`src/rtl/vga_timing_pkg.sv`:
```
// Shared VGA timing defaults, per-axis flag bundle and total-length helpers
// used by the timing generator and its axis counters.
package vga_timing_pkg;

  localparam int DEF_H_ACTIVE = 640;
  localparam int DEF_H_FP     = 16;
  localparam int DEF_H_SYNC   = 96;
  localparam int DEF_H_BP     = 48;
  localparam int DEF_V_ACTIVE = 480;
  localparam int DEF_V_FP     = 10;
  localparam int DEF_V_SYNC   = 2;
  localparam int DEF_V_BP     = 33;
  localparam int DEF_X_W      = 10;
  localparam int DEF_Y_W      = 10;

  typedef struct packed {
    logic sync;
    logic start;
  } axis_flags_t;

  function automatic int axis_total(input int active, input int fp,
                                    input int sync, input int bp);
    return active + fp + sync + bp;
  endfunction

  function automatic int h_total(input int active, input int fp,
                                 input int sync, input int bp);
    return axis_total(active, fp, sync, bp);
  endfunction

  function automatic int v_total(input int active, input int fp,
                                 input int sync, input int bp);
    return axis_total(active, fp, sync, bp);
  endfunction

endpackage

```
`src/rtl/vga_axis_counter.sv`:
```
// One VGA axis: position counter with wrap/restart, plus registered sync and
// start-of-axis flags decoded from the same next position as the counter.
module vga_axis_counter
  import vga_timing_pkg::*;
#(
  parameter int ACTIVE = DEF_H_ACTIVE,
  parameter int FP     = DEF_H_FP,
  parameter int SYNC   = DEF_H_SYNC,
  parameter int BP     = DEF_H_BP,
  parameter bit POL    = 1'b0,
  parameter int W      = DEF_X_W
) (
  input  logic         clk,
  input  logic         rst_n,
  input  logic         step,
  input  logic         restart,
  output logic [W-1:0] count,
  output logic         active_next,
  output logic         sync,
  output logic         start
);

  localparam int TOTAL = axis_total(ACTIVE, FP, SYNC, BP);
  localparam logic [W-1:0] LAST       = W'(TOTAL - 1);
  localparam logic [W-1:0] ACTIVE_END = W'(ACTIVE);
  localparam logic [W-1:0] SYNC_START = W'(ACTIVE + FP);
  localparam logic [W-1:0] SYNC_END   = W'(ACTIVE + FP + SYNC);

  generate
    if (ACTIVE < 1 || FP < 1 || SYNC < 1 || BP < 1) begin : g_bad_timing
      $error("vga_axis_counter: active, porch and sync lengths must be >= 1");
    end
  endgenerate

  logic [W-1:0] count_q, count_d;
  axis_flags_t  flags_q, flags_d;

  // Flags decode count_d so that after the edge they describe count_q exactly.
  always_comb begin
    count_d       = count_q;
    flags_d.start = 1'b0;
    if (restart) begin
      count_d       = '0;
      flags_d.start = 1'b1;
    end else if (step) begin
      if (count_q == LAST) begin
        count_d       = '0;
        flags_d.start = 1'b1;
      end else begin
        count_d = count_q + 1'b1;
      end
    end
    active_next  = (count_d < ACTIVE_END);
    flags_d.sync = ((count_d >= SYNC_START) && (count_d < SYNC_END)) ? POL : ~POL;
  end

  // Reset parks on the last back-porch position, so sync is inactive there.
  always_ff @(posedge clk) begin
    if (!rst_n) begin
      count_q       <= LAST;
      flags_q.sync  <= ~POL;
      flags_q.start <= 1'b0;
    end else begin
      count_q <= count_d;
      flags_q <= flags_d;
    end
  end

  assign count = count_q;
  assign sync  = flags_q.sync;
  assign start = flags_q.start;

endmodule

```
`src/rtl/vga_timing_gen.sv`:
```
// VGA timing generator: horizontal and vertical axis counters chained by the
// line wrap, with registered visibility/blanking flags and event pulses.
module vga_timing_gen
  import vga_timing_pkg::*;
#(
  parameter int H_ACTIVE = DEF_H_ACTIVE,
  parameter int H_FP     = DEF_H_FP,
  parameter int H_SYNC   = DEF_H_SYNC,
  parameter int H_BP     = DEF_H_BP,
  parameter int V_ACTIVE = DEF_V_ACTIVE,
  parameter int V_FP     = DEF_V_FP,
  parameter int V_SYNC   = DEF_V_SYNC,
  parameter int V_BP     = DEF_V_BP,
  parameter bit HS_POL   = 1'b0,
  parameter bit VS_POL   = 1'b0,
  parameter int X_W      = DEF_X_W,
  parameter int Y_W      = DEF_Y_W
) (
  input  logic           clk,
  input  logic           rst_n,
  input  logic           ce,
  input  logic           restart,
  output logic [X_W-1:0] x,
  output logic [Y_W-1:0] y,
  output logic           hsync,
  output logic           vsync,
  output logic           display_on,
  output logic           line_start,
  output logic           frame_start,
  output logic           vblank
);

  localparam int H_TOTAL = h_total(H_ACTIVE, H_FP, H_SYNC, H_BP);
  localparam int V_TOTAL = v_total(V_ACTIVE, V_FP, V_SYNC, V_BP);
  localparam logic [X_W-1:0] H_LAST = X_W'(H_TOTAL - 1);

  generate
    if (X_W < 1 || X_W > 30 || Y_W < 1 || Y_W > 30 ||
        H_TOTAL > (1 << X_W) || V_TOTAL > (1 << Y_W)) begin : g_bad_width
      $error("vga_timing_gen: X_W/Y_W too narrow for H_TOTAL-1/V_TOTAL-1");
    end
  endgenerate

  logic h_wrap;
  logic h_active_d, v_active_d;
  logic display_on_q, display_on_d;
  logic vblank_q, vblank_d;

  // The vertical axis only steps on a genuine line wrap; restart handles itself.
  assign h_wrap = ce && !restart && (x == H_LAST);

  vga_axis_counter #(
    .ACTIVE (H_ACTIVE),
    .FP     (H_FP),
    .SYNC   (H_SYNC),
    .BP     (H_BP),
    .POL    (HS_POL),
    .W      (X_W)
  ) u_h_axis (
    .clk         (clk),
    .rst_n       (rst_n),
    .step        (ce),
    .restart     (restart),
    .count       (x),
    .active_next (h_active_d),
    .sync        (hsync),
    .start       (line_start)
  );

  vga_axis_counter #(
    .ACTIVE (V_ACTIVE),
    .FP     (V_FP),
    .SYNC   (V_SYNC),
    .BP     (V_BP),
    .POL    (VS_POL),
    .W      (Y_W)
  ) u_v_axis (
    .clk         (clk),
    .rst_n       (rst_n),
    .step        (h_wrap),
    .restart     (restart),
    .count       (y),
    .active_next (v_active_d),
    .sync        (vsync),
    .start       (frame_start)
  );

  always_comb begin
    display_on_d = h_active_d && v_active_d;
    vblank_d     = !v_active_d;
  end

  always_ff @(posedge clk) begin
    if (!rst_n) begin
      display_on_q <= 1'b0;
      vblank_q     <= 1'b1;
    end else begin
      display_on_q <= display_on_d;
      vblank_q     <= vblank_d;
    end
  end

  assign display_on = display_on_q;
  assign vblank     = vblank_q;

endmodule
```
`config.mk`:
```
export PLATFORM = sky130hd
export DESIGN_NAME = vga_timing_gen
export DESIGN_NICKNAME = d
export VERILOG_FILES = /design/src/rtl/vga_timing_pkg.sv /design/src/rtl/vga_axis_counter.sv /design/src/rtl/vga_timing_gen.sv
export SDC_FILE = /design/constraint.sdc
export NUM_CORES = 1
export LEC_CHECK = 0
export ABC_CLOCK_PERIOD_IN_PS = 2200
export CAP_MARGIN = 25
export CORE_ASPECT_RATIO = 0.9
export CORE_MARGIN = 1.5
export CORE_UTILIZATION = 45
export CTS_BUF_LIST = sky130_fd_sc_hd__clkbuf_8
export DETAILED_ROUTE_END_ITERATION = 16
export PLACE_DENSITY = 0.84
export RECOVER_POWER = 25
export SLEW_MARGIN = 20
export SYNTH_ARGS = -nofsm -noshare
export SYNTH_HDL_FRONTEND = slang
export SYNTH_SLANG_ARGS = --single-unit
```
`constraint.sdc`:
```
create_clock -name clk -period 2.2 [get_ports clk]
set_input_delay 0.33 -clock clk [delete_from_list [all_inputs] [get_ports clk]]
set_output_delay 0.33 -clock clk [all_outputs]
set_load 0.03 [all_outputs]
```
==> reports/qor.csv, run 1 <==
metric,value,unit
status,"finished, final reports clean",
hold_path_class,in -> reg,
via_per_inst,5.661,
grt-ovfl-total,0,
core-area,3019,sq um
hold_slack,0.5933,ns
r2r_cells,6,
period_share,0.9553,
fmax,475.8,MHz
fillers,262,
multi_input_area,850.8,sq um
power_leakage,0.7859,nW
vias,1534,
area_growth,47.95,%
synth_area_leaders,"dfxtp_1 (37%), o21ai_0 (4.6%), nand2_1 (3.7%), nand3_1 (3.2%), xnor2_1 (3.1%)",
worst_path_max_delay_cell,or4_1,
r2r_start,u_h_axis.count[3]$_SDFF_PN1_,
dr.pass1.iters,4,
die_width,61.93,um
ant_nets,0,
setup_violations,0,
cp-end-kind,register,
wl_per_cell,15.12,um
critPathCapture,display_on$_SDFF_PN0_,
rows,19,
synth_flop_cell,dfxtp_1,
worstPathRequired,2.36,ns
use_met3,0.06279,
mostFrequentLayoutCell,buf_4,
start_util,0.4658,
fin_ws,0.09837,ns
ir_drop,0.5240,mV
cts_tree,done,
cts_buffer_depth,2,
arrival,2.26,ns
hold_buffers,0,
dieArea,3470,sq um
clk_latency,0.27,ns
grt_max_degree,16,
yosys_warnings,0,
fin_crit,2.102,ns
crit_chain,buf_4 > nand3_1 > or3_1 > or4_1 > a31oi_1 > a211oi_1,
cts_buffers,3,
synth-edff-count,0,
synth-seq-cells,26,
crit_start,u_h_axis.count[3]$_SDFF_PN1_,
grt_pass1_wl,6693,um
start_kind,register,
port-buffer-count,29,
syn-num-nets,174,
hold_viol,0,
r2r_end,display_on$_SDFF_PN0_,
drv_slew,0,
drc_errors,0,
nNetsFinal,237,
synthesis.area,1406,sq um
reg2reg_slack,0.1,ns
mostFrequentLayoutCells,"buf_4 (35), clkdlybuf4s50_1 (28), dfxtp_1 (26)",
busiest_layer,met2,
final_layout_size_suffix_gt1_frac,0.2052,
synth_top_cell_by_area,dfxtp_1,
synth_top_area_frac,0.3701,
final-seq-area,520.5,sq um
gp_congestion,0.9851,
grtUsageMet1,0.3357,
drt_iter0_drc,125,
hpwlAfterDp,2899,um
wirelength,4097,um
cts.htree.levels,1,
drv_cap,0,
grt_usage,0.2533,
setup.worst_path.class,reg -> reg,
use_met2,0.4000,
clock_sinks,26,
num_antenna_cells,0,
worstPathMaxFanout,6,
cts_root_buf,clkbuf_8,
synth-async-reset-ratio,0,
hold_start,ce,
relSlewSlack,0.7289,
syn_area_per_cell,8.421,sq um
die_y,56.04,um
pre_cts_ws,-0.2234,ns
tightest_slew,0.4066,ns
slowest_delay,0.50,ns
yosysUniqueCellTypes,46,
powerDensity,555.5,nW/um^2
antenna_found_initial,0,
io_pins,30,
synth_cells,167,
seq_area_frac_synth,0.3701,
clock_skew,0.005914,ns
postLayoutCoreUtil,0.6892,
grt_pass1_vias,1454,
clk_pin_slew,0.10,ns
## sequential cells by signal, indices dropped and copies added (netlist names)
name,count
display_on,1
u_h_axis.count,10
u_h_axis.start,1
u_h_axis.sync,1
u_v_axis.count,10
u_v_axis.start,1
u_v_axis.sync,1
vblank,1
## synthesized netlist by cell type (3+ instances only)
cell type and n:
a211oi_1 3, a21oi_1 8, and3_1 4, clkbuf_1 4, dfxtp_1 26, ha_1 3, inv_1 8, nand2_1 14
nand3_1 9, nand4_1 6, nor2_1 8, nor2b_1 4, nor3_1 4, o21ai_0 13, or3_1 4, or4_1 3
xnor2_1 5, xor2_1 3
## critical path, delay by kind of cell, from the launching register on
kind                   cells  cell delay [ns]
AND/OR/NAND/NOR            3             1.17
flip-flops                 1             0.36
AO/OA/AOI/OAI              2             0.30
buffers and inverters      1             0.15
## cell families (layout without fill, tap and decap cells)
kind of cell	after synthesis	after routing	synth area share
adder cells (fa/ha/maj)	3	3	0.02669
XOR/XNOR	8	8	0.04982
AND/OR/NAND/NOR	70	70	0.2918
AO/OA/AOI/OAI	46	46	0.2206
flip-flops	26	26	0.3701
buffers and inverters	14	76	0.04092
## metal layers
metal  vias up  wire, um
met4         0        91
met1       699      1761
met3        12       300
li1        756         -
met5         -         0
met2        67      1943
## repair_timing
item,4_1_cts,5_1_grt
cloned,0,0
pin swaps,0,1
endpoints found under the hold margin,0,0
buffers inserted,0,0
gates resized for setup,2,4
endpoints found under the setup margin,3,4
## per-stage QoR
step | cell area (sq um) | instances | setup TNS, ns | total power [mW]
after floorplan | 1408 | 167 | 0 | 0.6406
after global placement | 1986 | 267 | -0.5631 | 0.7502
after detailed placement | 1986 | 267 | -0.7573 | 0.7558
after CTS | 2069 | 271 | 0 | 1.154
after global routing | 2081 | 271 | -0.01058 | 1.203
final | 2081 | 271 | 0 | 1.156
## layout make-up
cell class                      count  area share
Multi-Input combinational cell    127      0.4089
Timing Repair Buffer               64      0.2670
Sequential cell                    26      0.2501
Tap cell                           42     0.02526
Clock buffer                        3     0.01984
Clock inverter                      1     0.01443
Inverter                            8     0.01443
## power by group
part / leakage, nW / total, mW / internal (mW) / switching (mW)
Sequential: 0.214 / 0.506 / 0.491 / 0.0154
Combinational: 0.536 / 0.248 / 0.112 / 0.136
Clock: 0.0357 / 0.401 / 0.244 / 0.157
## worst min path at each step
stage	end	slack [ns]	depth (start not counted)
2_1_floorplan	u_v_axis.count[3]$_SDFF_PN1_	0.40	1
3_3_place_gp	u_v_axis.count[7]$_SDFF_PN0_	0.56	2
3_5_place_dp	u_v_axis.count[7]$_SDFF_PN0_	0.58	2
4_1_cts	u_v_axis.count[7]$_SDFF_PN0_	0.59	2
5_1_grt	u_h_axis.count[7]$_SDFF_PN0_	0.62	4
6_report	u_h_axis.count[7]$_SDFF_PN0_	0.59	4
Note: power is estimated with default switching activity, not from simulation.
==> run 2: changes to the inputs <==
ABC_CLOCK_PERIOD_IN_PS = unset   (was 2200)
==> results of run 2 <==
Same layout as run 1: the final DEF is identical, and so are final timing and power.
==> run 3: changes to the inputs <==
CORE_UTILIZATION = 52   (was 45)
PLACE_DENSITY = 0.81   (was 0.84)
==> run 3 against run 2 <==
Compared with the run above: die area fell by 13%; clock-buffer cell count did not move; first-iteration DRC count fell by 28%; via count fell by 1.6%; worst hold slack improved by 0.019 ns; critical path depth did not move; total power fell by 2.8%; sequential power rose by 0.8%; clock power fell by 3%; combinational power fell by 10%; the run now ends with design-rule violations left; utilization rose by 8.9 points; wire length fell by 5.0%; largest cell class unchanged.
==> reports/qor.csv, run 3 (synthesis results as in run 1) <==
metric,value,unit
fin_crit,2.106,ns
clk_latency,0.27,ns
io_pins,30,
setup.worst_path.class,in -> reg,
worstPathRequired,2.36,ns
worstPathMaxFanout,5,
cts_buffers,3,
num_antenna_cells,0,
final_cells,246,
status,finished with violations,
clk_pin_slew,0.09,ns
start_kind,primary input,
clock_skew,0.008044,ns
post-place-cells,241,
ir_drop,0.4903,mV
relSlewSlack,0.7490,
grt_usage,0.2816,
vias,1510,
dieArea,3026,sq um
port-buffer-count,29,
drc_errors,3,
via_per_inst,6.138,
final_layout_size_suffix_gt1_frac,0.1514,
area_growth,38.97,%
crit_chain,clkdlybuf4s50_1 > nand4_4 > or4_4 > a21oi_2 > nand2_1 > or4_1,
drv_cap,0,
hold_path_class,reg -> reg,
start_util,0.5603,
antenna_found_initial,0,
dr.pass1.iters,11,
rsz0062_at_grt,no,
switching_share,0.2601,
hold_viol,0,
pwr-share-seq,0.454,
die_width,57.82,um
nNetsFinal,226,
failed_checks,design-rule violations,
period_share,0.9572,
fillers,172,
cp-end-kind,register,
hold_slack,0.6118,ns
power_leakage,0.6993,nW
grt_pass1_vias,1418,
combPwrFrac,0.199,
clkPwrFrac,0.347,
fmax,474.8,MHz
p_int,831.2,uW
ant_nets,0,
hpwlAfterDp,2944,um
grt_max_degree,16,
fin_ws,0.09406,ns
gp_congestion,0.9012,
powerDensity,574.8,nW/um^2
setup_violations,0,
drt_iter0_drc,90,
cts.htree.levels,1,
rows,17,
postLayoutCoreUtil,0.7787,
p_switching,292.2,uW
mostFrequentLayoutCell,dfxtp_1,
fin_area,1954,sq um
cts_tree,done,
die_y,52.34,um
setup_tns,0,ns
wirelength,3891,um
slowest_delay,0.58,ns
arrival,2.26,ns
mostFrequentLayoutCells,"dfxtp_1 (25), clkdlybuf4s50_1 (23), buf_4 (22)",
grt-ovfl-total,0,
worst_path_max_delay_cell,clkdlybuf4s50_1,
cts_root_buf,clkbuf_8,
tightest_slew,0.3757,ns
core-area,2510,sq um
drv_slew,0,
pre_cts_ws,-0.1879,ns
wl_per_cell,15.82,um
grt_pass1_wl,6492,um
place_area,1878,sq um
clock_sinks,26,
finalPower,1.123,mW
cts_buffer_depth,2,
[run 3: changes by cell type in the layout (fill, tap and decap cells not counted), sizes merged]
cell,change
dlygate4sd3,+6
clkbuf,+2
clkdlybuf4s50,-5
buf,-13
dlymetal6s2s,-1
[run 3: what timing repair did]
action | in CTS | in global routing
hold buffers | 0 | 0
setup buffers | 0 | 1
endpoints found under the setup margin | 0 | 3
hold endpoints to repair | 0 | 0
gates resized for setup | 0 | 1
[run 3: power by group through the flow]
| stage | Combinational (mW) | Clock (mW) | Sequential (mW) |
|---|---|---|---|
| finish | 0.223 | 0.390 | 0.510 |
| floorplan | 0.0755 | 0 | 0.565 |
| global placement | 0.218 | 0 | 0.519 |
| global route | 0.240 | 0.413 | 0.513 |
| CTS | 0.224 | 0.397 | 0.510 |
| detailed placement | 0.222 | 0 | 0.521 |
[run 3: final cells by class]
class                   count  area, sq um  share of cell area
flip-flops and latches     26        521.8              0.2670
inverters                   8        30.03             0.01536
clock buffers               3        41.29             0.02113
multi-input cells         127        833.3              0.4264
repair buffers             53        462.9              0.2369
clock inverters             1        30.03             0.01536
well taps                  28        35.03             0.01793
[run 3: path summary, 6_finish.rpt]
check        cells after the start                            to                    startpoint  slack [ns]
max                              6      u_h_axis.sync$_SDFF_PN1_                            ce        0.09
min reg2reg                      2  u_v_axis.count[6]$_SDFF_PN0_  u_v_axis.count[6]$_SDFF_PN0_        0.61
max reg2reg                      6      u_v_axis.sync$_SDFF_PN1_  u_v_axis.count[1]$_SDFF_PN0_        0.14
min                              2  u_v_axis.count[6]$_SDFF_PN0_  u_v_axis.count[6]$_SDFF_PN0_        0.61
[run 3: critical path: cells and delay by family]
family                 cells  cell delay (ns)
and+or+nand+nor            4             1.20
buffers and inverters      1             0.58
AOI/OAI and AO/OA          1             0.15
[run 3: routing by layer]
| metal | part of all wire | vias to the layer above | global-route usage | wire, um |
|---|---|---|---|---|
| li1 | - | 729 | - | - |
| met1 | 0.46 | 713 | 0.3643 | 1774 |
| met2 | 0.46 | 59 | 0.4545 | 1793 |
| met3 | 0.068 | 9 | 0.06914 | 266 |
| met4 | 0.015 | 0 | 0.1047 | 57 |
| met5 | 0 | - | 0 | 0 |
